**config.mk**
```make
export PLATFORM = sky130hd
export DESIGN_NAME = fetch_queue
export DESIGN_NICKNAME = d
export VERILOG_FILES = /design/src/rtl/fetch_queue_pkg.sv /design/src/rtl/fetch_queue_sync_fifo.sv /design/src/rtl/fetch_queue.sv
export SDC_FILE = /design/constraint.sdc
export NUM_CORES = 1
export LEC_CHECK = 0
export BUFFER_PORTS_ARGS = -buffer_cell sky130_fd_sc_hd__clkbuf_2
export CORE_MARGIN = 8
export CORE_UTILIZATION = 24
export DETAILED_ROUTE_END_ITERATION = 7
export MAX_ROUTING_LAYER = met4
export PLACE_DENSITY = 0.47
export SETUP_SLACK_MARGIN = 0.2
export SYNTH_ARGS = -nofsm -noshare
export SYNTH_HDL_FRONTEND = slang
export SYNTH_SLANG_ARGS = --single-unit
```
**constraint.sdc**
```tcl
create_clock -name clk -period 7.7 [get_ports clk]
set_input_delay 1.155 -clock clk [delete_from_list [all_inputs] [get_ports clk]]
set_output_delay 1.155 -clock clk [all_outputs]
set_load 0.005 [all_outputs]
```
**src/rtl/fetch_queue_pkg.sv**
```systemverilog
// Shared definitions for the instruction prefetch queue.
//   INST_WIDTH / PC_WIDTH : default instruction and PC widths
//   PC_STEP               : byte increment between sequential fetches
//   fq_state_e            : fetch FSM state encoding
//   fifo_cnt_w()          : occupancy counter width for a given FIFO depth
package fetch_queue_pkg;

  localparam int INST_WIDTH = 32;
  localparam int PC_WIDTH   = 64;
  localparam int PC_STEP    = 4;

  typedef enum logic [1:0] {
    FQ_IDLE    = 2'd0,
    FQ_WAIT    = 2'd1,
    FQ_DISCARD = 2'd2
  } fq_state_e;

  // One extra bit so that "full" (count == depth) is representable.
  function automatic int fifo_cnt_w(input int depth);
    return $clog2(depth) + 1;
  endfunction

endpackage

```
**src/rtl/fetch_queue_sync_fifo.sv**
```systemverilog
// Small synchronous FIFO holding {pc, instruction} entries for the fetch queue.
// The head entry is read asynchronously from a register array, so a word
// written at edge N is presentable in cycle N+1.
// Ports:
//   clk, reset_n       clock, asynchronous active-low reset (clears data too)
//   push, push_data    write an entry (ignored when full unless popping)
//   pop                remove the head entry (ignored when empty)
//   flush              empty the FIFO; has priority over push and pop
//   head_data          current head entry
//   count              number of valid entries (0..DEPTH)
module fetch_queue_sync_fifo
  import fetch_queue_pkg::*;
#(
  parameter int WIDTH = 96,
  parameter int DEPTH = 4
) (
  input  logic                         clk,
  input  logic                         reset_n,
  input  logic                         push,
  input  logic [WIDTH-1:0]             push_data,
  input  logic                         pop,
  input  logic                         flush,
  output logic [WIDTH-1:0]             head_data,
  output logic [fifo_cnt_w(DEPTH)-1:0] count
);

  localparam int PTR_W = $clog2(DEPTH);
  localparam int CNT_W = fifo_cnt_w(DEPTH);

  logic [PTR_W-1:0] rd_ptr_reg;
  logic [PTR_W-1:0] wr_ptr_reg;
  logic [CNT_W-1:0] count_reg;
  logic [WIDTH-1:0] mem_reg [DEPTH];
  logic             do_push;
  logic             do_pop;

  assign do_pop  = pop && (count_reg != '0);
  assign do_push = push && ((count_reg != CNT_W'(DEPTH)) || do_pop);

  // Storage is reset so the presented head reads as zero out of reset.
  generate
    for (genvar gi = 0; gi < DEPTH; gi++) begin : g_entry
      always_ff @(posedge clk or negedge reset_n) begin
        if (!reset_n) begin
          mem_reg[gi] <= '0;
        end else if (!flush && do_push && (wr_ptr_reg == PTR_W'(gi))) begin
          mem_reg[gi] <= push_data;
        end
      end
    end
  endgenerate

  always_ff @(posedge clk or negedge reset_n) begin
    if (!reset_n) begin
      rd_ptr_reg <= '0;
      wr_ptr_reg <= '0;
      count_reg  <= '0;
    end else if (flush) begin
      rd_ptr_reg <= '0;
      wr_ptr_reg <= '0;
      count_reg  <= '0;
    end else begin
      // DEPTH is a power of two, so pointers wrap naturally.
      if (do_push) wr_ptr_reg <= wr_ptr_reg + 1'b1;
      if (do_pop)  rd_ptr_reg <= rd_ptr_reg + 1'b1;
      if (do_push && !do_pop)      count_reg <= count_reg + 1'b1;
      else if (do_pop && !do_push) count_reg <= count_reg - 1'b1;
    end
  end

  assign head_data = mem_reg[rd_ptr_reg];
  assign count     = count_reg;

endmodule

```
**src/rtl/fetch_queue.sv**
```systemverilog
// Instruction prefetch stage feeding the IF/ID register.
// Owns the fetch PC, issues one word read at a time to a variable-latency
// instruction memory, queues returned words with their PCs and presents them
// to decode with valid/ready. A taken branch (redirect) flushes the queue,
// reloads the fetch PC and drops any response still in flight.
// Optional build macro: FETCH_QUEUE_BYPASS_EN -- when the queue is empty, an
// accepted memory response is presented to decode in the same cycle.
// Ports:
//   clk, reset_n                  clock, asynchronous active-low reset
//   redirect_valid, redirect_pc   branch taken / target (low two bits ignored)
//   imem_req, imem_addr           read request, address stable until ack
//   imem_ack, imem_rdata          read response
//   id_valid, id_ready            decode handshake
//   id_pc, id_instruction         presented entry
module fetch_queue
  import fetch_queue_pkg::*;
#(
  parameter int                DEPTH    = 4,
  parameter int                ADDR_W   = PC_WIDTH,
  parameter int                INST_W   = INST_WIDTH,
  parameter logic [ADDR_W-1:0] RESET_PC = '0
) (
  input  logic              clk,
  input  logic              reset_n,
  input  logic              redirect_valid,
  input  logic [ADDR_W-1:0] redirect_pc,
  output logic              imem_req,
  output logic [ADDR_W-1:0] imem_addr,
  input  logic              imem_ack,
  input  logic [INST_W-1:0] imem_rdata,
  output logic              id_valid,
  input  logic              id_ready,
  output logic [ADDR_W-1:0] id_pc,
  output logic [INST_W-1:0] id_instruction
);

  localparam int CNT_W   = fifo_cnt_w(DEPTH);
  localparam int ENTRY_W = ADDR_W + INST_W;

  fq_state_e           state_reg;
  logic                imem_req_reg;
  logic [ADDR_W-1:0]   fetch_pc_reg;
  logic [ADDR_W-1:0]   redirect_pc_aligned;
  logic                ack_accept;
  logic                has_room;
  logic                fifo_push;
  logic                fifo_pop;
  logic [CNT_W-1:0]    fifo_count;
  logic [ENTRY_W-1:0]  fifo_head;

  assign redirect_pc_aligned = redirect_pc & ~ADDR_W'(3);

  // A response is kept only in WAIT and only when no redirect lands with it.
  assign ack_accept = (state_reg == FQ_WAIT) && imem_ack && !redirect_valid;

  // Checked at issue time: with a single outstanding request, the response
  // can never find the queue full.
  assign has_room = fifo_count < CNT_W'(DEPTH);

  always_ff @(posedge clk or negedge reset_n) begin
    if (!reset_n) begin
      state_reg    <= FQ_IDLE;
      imem_req_reg <= 1'b0;
      fetch_pc_reg <= RESET_PC;
    end else if (redirect_valid) begin
      fetch_pc_reg <= redirect_pc_aligned;
      imem_req_reg <= 1'b0;
      case (state_reg)
        // The outstanding response must still be swallowed unless it is
        // arriving right now.
        FQ_WAIT:    state_reg <= imem_ack ? FQ_IDLE : FQ_DISCARD;
        FQ_DISCARD: state_reg <= imem_ack ? FQ_IDLE : FQ_DISCARD;
        default:    state_reg <= FQ_IDLE;
      endcase
    end else begin
      case (state_reg)
        FQ_IDLE: begin
          if (has_room) begin
            state_reg    <= FQ_WAIT;
            imem_req_reg <= 1'b1;
          end
        end
        FQ_WAIT: begin
          if (imem_ack) begin
            state_reg    <= FQ_IDLE;
            imem_req_reg <= 1'b0;
            fetch_pc_reg <= fetch_pc_reg + ADDR_W'(PC_STEP);
          end
        end
        FQ_DISCARD: begin
          if (imem_ack) state_reg <= FQ_IDLE;
        end
        default: begin
          state_reg    <= FQ_IDLE;
          imem_req_reg <= 1'b0;
        end
      endcase
    end
  end

  assign imem_req  = imem_req_reg;
  assign imem_addr = fetch_pc_reg;

`ifdef FETCH_QUEUE_BYPASS_EN
  logic bypass_hit;

  // Empty queue: hand the response straight to decode; store it only if
  // decode does not take it this cycle.
  assign bypass_hit     = ack_accept && (fifo_count == '0);
  assign fifo_push      = ack_accept && !(bypass_hit && id_ready);
  assign fifo_pop       = id_ready && !bypass_hit;
  assign id_valid       = bypass_hit || (fifo_count != '0);
  assign id_pc          = bypass_hit ? fetch_pc_reg : fifo_head[ENTRY_W-1:INST_W];
  assign id_instruction = bypass_hit ? imem_rdata   : fifo_head[INST_W-1:0];
`else
  assign fifo_push      = ack_accept;
  assign fifo_pop       = id_ready;
  assign id_valid       = (fifo_count != '0);
  assign id_pc          = fifo_head[ENTRY_W-1:INST_W];
  assign id_instruction = fifo_head[INST_W-1:0];
`endif

  fetch_queue_sync_fifo #(
    .WIDTH (ENTRY_W),
    .DEPTH (DEPTH)
  ) u_fifo (
    .clk       (clk),
    .reset_n   (reset_n),
    .push      (fifo_push),
    .push_data ({fetch_pc_reg, imem_rdata}),
    .pop       (fifo_pop),
    .flush     (redirect_valid),
    .head_data (fifo_head),
    .count     (fifo_count)
  );

endmodule

```
# Yosys cells after proc, flatten, opt, wreduce, memory -nomap -nowiden
# Index checks and enable logic that the tools add are counted.
[op_classes] n_addsub=5 magnitude_cmp=2 eq_ne=10 muxes=23 bitwise_logic=1 n_reduce_logical=27
[op_table] operator="96-bit binary-select mux with 2-bit select" n=1
[op_table] operator="64-bit two-way mux" n=3
[op_table] operator="96-bit two-way mux" n=2
[op_table] operator="64-bit by 3-bit adder with 64-bit output (second input constant)" n=1
[op_table] operator="2-bit two-way mux" n=9
[op_table] operator="1-bit logical AND" n=11
[op_table] operator="3-bit two-way mux" n=3
[op_table] operator="3-bit != test (second input constant)" n=3
[op_table] operator="2-bit nonzero test" n=4
[op_table] operator="2-bit equality test (second input constant)" n=3
[op_table] operator="3-bit nonzero test" n=2
[op_table] operator="2-bit by 1-bit adder with 2-bit output (second input constant)" n=2
[op_table] operator="2-bit by 1-bit equality test with 1-bit output (second input constant)" n=2
[op_table] operator="2-bit zero test" n=2
[op_table] operator="2-bit case mux with 2 select lines" n=1
[op_table] operator="2-bit AND reduction" n=2
[op_table] operator="3-bit by 1-bit adder with 3-bit output (second input constant)" n=1
[op_table] operator="3-bit >= comparator (second input constant)" n=1
[op_table] operator="1-bit zero test" n=3
[op_table] operator="3-bit < comparator (second input constant)" n=1
[op_table] operator="1-bit two-way mux" n=3
[op_table] operator="3-bit by 1-bit != test with 1-bit output (second input constant)" n=1
[op_table] operator="2-bit NOT with 3-bit output" n=1
[op_table] operator="1-bit case mux with 3 select lines" n=1
[op_table] operator="other kinds (5)" n=5
[word_totals] reg_bits=458 in_bits=101 out_inout_bits=162 word_cells=78

# Depth between registers and ports, before layout
[depth] word_depth=9 depth_mapped=9 ltp_nobuf=8

# By module
# Synthesis repeated with hierarchy kept, for this count alone.
[unflattened] hier_cells=1427 area_unflattened_um2=21560.7
[by_module_without_submodules] mod="fetch_queue_sync_fifo" n_inst=1 cells_per_inst=991 area_per_inst_um2=17717.0 seq_area_each_um2=9784.4
[by_module_without_submodules] mod="fetch_queue" n_inst=1 cells_per_inst=436 area_per_inst_um2=3843.7 seq_area_each_um2=1626.6

# Worst setup path before layout
# No wires, ideal clock.
[synth_timing] path_kind="register -> output" start="reg u_fifo.rd_ptr_reg[0]" end="out id_pc[25]" arrival_time_ps=2053 required_time_ps=6545 path_slack_ps=4492 path_stages_with_launch=5 n_path_buf=3 cell_sequence="dfrtp_1 -> clkbuf_1 -> buf_1 -> buf_1 -> mux4_2"
[synth_between] elab_chain_cells=4
[synth_rtl] item="start, declared" line_no="fetch_queue_sync_fifo.sv:30" rtl="logic [PTR_W-1:0] rd_ptr_reg;"
[synth_rtl] item="start signal, assigned" line_no="fetch_queue_sync_fifo.sv:65" rtl="if (do_pop) rd_ptr_reg <= rd_ptr_reg + 1'b1;"
[synth_rtl] item="2-bit NOT with 3-bit output (implied by the code)" line_no="fetch_queue_sync_fifo.sv:71" rtl="assign head_data = mem_reg[rd_ptr_reg];"
[synth_rtl] item="96-bit binary-select mux with 2-bit select" line_no="fetch_queue_sync_fifo.sv:71"
[synth_rtl] item="96-bit two-way mux (implied by the code) (2 in series)" line_no="fetch_queue_sync_fifo.sv:71"
[synth_rtl] item="end, declared" line_no="fetch_queue.sv:33" rtl="output logic [ADDR_W-1:0] id_pc,"
# No other way between the ends. The select of a mux whose other input is x is not followed.

# Worst setup path after layout
[layout_timing] start="reg u_fifo.rd_ptr_reg[0]" end="out id_pc[5]"
# The elaborated chain is that of the path after synthesis.

==> summary.md <==
| Metric | Value |
|---|---|
| Outcome | completed |
| Critical path class | reg2out |
| Min-Delay Path Depth | 2 |
| Vias | ~13,000 |
| Final setup violation count | 0 |
| CTS H-tree lvls | 2 |
| CTS Sinks | around 450 |
| Wirelength per Cell | 21.32 µm |
| Worst slew margin | 30.26% |
| Fmax | roughly 240 MHz |
| Pwr dens | between 300 and 400 nW/µm² |
| Area Growth Syn to Fin | 21.20% |
| Die ar. | around 95,000 µm² |
| Endpoints failing hold | 0 |
| Crit share post-route | between 50% and 60% |
| Hpwl dp | around 40,000 µm |
| WP data required | ~6.6 ns |
| Worst-margin pin slew | 1.046 ns |
| RSZ-0062 raised after global routing | false |
| Max reg flops | 376 |
| Overflow after GRT | 0 |
| R2R depth | 6 |
| Vias per Instance | about 4.6 |
| Maximum clock path buffer count | 3 |
| RR Startpoint | u_fifo.count[2] |
| Global router's overall resource usage | between 10% and 20% |
| Critical Path Start Type | flip-flop |
| Final TNS setup | 0 ns |
| DRT Wirelength | 61,290 µm |
| Die Ht | between 300 and 400 µm |
| Root buffer cell | clkbuf_16 |
| # fillers | between 8,000 and 9,000 |
| Async S/R FF share, synth | 100.0% |
| Max-Cap Viols | 0 |
| Mean Syn Cell Area | about 14 µm² |
| Clock skew | 0.03659 ns |
| CTS tree | yes |
| Max Slew Vio Count | 0 |
| I/O pin cnt | 263 |
| # rows | 107 |
| Initial antenna violation count | 1 |
| I/O Buffers | roughly 260 |
| PostCTS Resize Cnt | 0 |
| Clock latency on the worst-skew pair | between 0.6 and 0.7 ns |
| CTS clock-pin slew for the worst setup and hold paths | approximately 0.060 ns |
| Cts bufs inserted | 55 |
| CP Capture Type | output pin |
| Top_reg_cell synth | dfrtp_1 |
| Post-synth cell types | 52 |
| Post-synth EDFFs | 0 |
| Synth Instances | ~1,500 |
| Final nets | between 1,500 and 2,000 |
| Ant diodes | 0 |
| CP max FO | 40 |
| CORE AREA | approximately 85,000 µm² |
| Die Wd | roughly 310 µm |
| Synth Register Bits | between 400 and 500 |
| Synthesized area | 20,390 µm² |
| Warnings, synthesis | 0 |
| WHS | 0.4811 ns |
| Hold Path Class | reg2reg |
| Layout cells sized above 1 | 47.60% |
| Vias in the first global route | 14,500 |
| Drt first pass iters | 4 |
| Crit path time final | about 4.2 ns |
| Postcts setup bufs | 0 |
| Largest net degree at the start of global routing | 151 |
| Initial core utilization | 24.06% |
| Reg2reg end | u_fifo.mem_reg[271] |
| Worst Path Arrival | just over 3 ns |
| LEAKAGE | 11.28 nW |
| Hold Path Sink | u_fifo.mem_reg[41] |
| Global-route wire length before repair | around 94,000 µm |
| Gpl congestion | 0.7442 |
| CTS Hold Bufs | 0 |
| Starting DRT DRC Count | 777 |
| Hold Path Origin | u_fifo.mem_reg[41] |
| DRT antenna net count | 0 |
| Worst vdd ir | 0.1752 mV |
| FF-to-FF setup slack | 4.41 ns |
| Post-synthesis sequential area ratio | approximately 55% |
| # DRC | 0 |
[critical path: stages, from the launching register on]
cell,delay (ns)
dfrtp_4,0.75
buf_4,0.81
mux4_2,0.66
clkbuf_2,0.14
[layout by cell type, fill, tap and decap left out, types with 20 or more instances in the layout]
cell type and count:
a31oi_1 20, mux4_2 94, dfrtp_1 446, clkbuf_2 254
clkbuf_16 56, o21ai_0 81, nand4_1 31, xnor2_1 20
mux2_2 349, nand3_1 27, xor2_1 23, nor2_1 33
nand2_1 91
[per-layer routing]
metal | up-vias | part of all wire (%) | track usage [%] | routed length [µm]
li1 | 5857 | - | - | -
met1 | 6988 | 45 | 17.04 | 27580
met5 | - | 0 | - | 0
met2 | 302 | 47 | 20.79 | 28760
met3 | 77 | 5.9 | 3.381 | 3599
met4 | 0 | 2.2 | 3.126 | 1345
[logic make-up after synthesis]
logic type / share of synthesized area [%]
mux: 29.80
xor+xnor: 1.847
flops: 54.98
compound gates: 3.393
fa+ha+maj: 0.5891
other cells: 0.01839
simple gates: 6.719
buf+inv: 2.651
[cell usage after synthesis (all sizes together), types with 2 or more instances]
master  number  area (µm²)
inv         15       56.30
nand2       95       356.6
ha           8       100.1
nor3         7       40.04
o31a         3       26.28
clkbuf      93       352.8
or2          2       12.51
buf         26       131.4
and4         5       43.79
a21oi        2       10.01
mux2i        3       30.03
or3         15       93.84
a31oi       20       125.1
xnor2       20       175.2
mux2       349        3930
and2         3       18.77
dfrtp      448       11210
nor2        33       123.9
mux4        94        2117
nand2b       2       12.51
nand3       28       145.1
o31ai        6       45.04
nand4       32       206.5
xor2        23       201.4
or4          9       71.32
and3        14       88.84
nor4        20       131.4
o21ai       81       405.4
a31o         2       17.52
[stage by stage]
step,power (mW),area (µm²),cells,util (%),setup WS [ns]
2_1_floorplan,4.622,20400,1473,-,4.492
3_3_place_gp,5.547,22860,2773,26.97,3.643
3_5_place_dp,5.630,22860,2773,26.97,3.551
4_1_cts,8.321,24710,2875,29.16,3.320
5_1_grt,8.644,24710,2875,29.16,3.204
6_report,8.133,24710,2875,29.16,3.491
[cell type report]
type / count / area [µm²] / area share (%)
timing repair buffer: 275 / 1461 / 5.913
inverter: 15 / 56.30 / 0.2278
clock inverter: 21 / 261.5 / 1.058
tap: 1144 / 1431 / 5.792
sequential: 448 / 11220 / 45.39
multi-input combinational: 891 / 8690 / 35.16
clock buffer: 81 / 1595 / 6.455
[worst max path at each step]
stage / start / end / slack, ns / cells after the start
5_1_grt: u_fifo.rd_ptr_reg[0] / id_pc[5] / 3.20 / 3
2_1_floorplan: u_fifo.rd_ptr_reg[0] / id_pc[25] / 4.49 / 4
3_3_place_gp: id_ready / u_fifo.mem_reg[244] / 3.64 / 7
4_1_cts: u_fifo.rd_ptr_reg[0] / id_pc[5] / 3.32 / 3
3_5_place_dp: id_ready / u_fifo.mem_reg[344] / 3.55 / 7
6_report: u_fifo.rd_ptr_reg[0] / id_pc[5] / 3.49 / 3
[power breakdown]
| group | total, mW | leakage [nW] | internal [mW] | switching [mW] |
|---|---|---|---|---|
| logic | 2.20 | 4.49 | 1.25 | 0.951 |
| registers | 3.31 | 5.88 | 2.92 | 0.384 |
| clock network | 2.63 | 0.910 | 1.58 | 1.05 |
(Power assumes the default switching activity.)
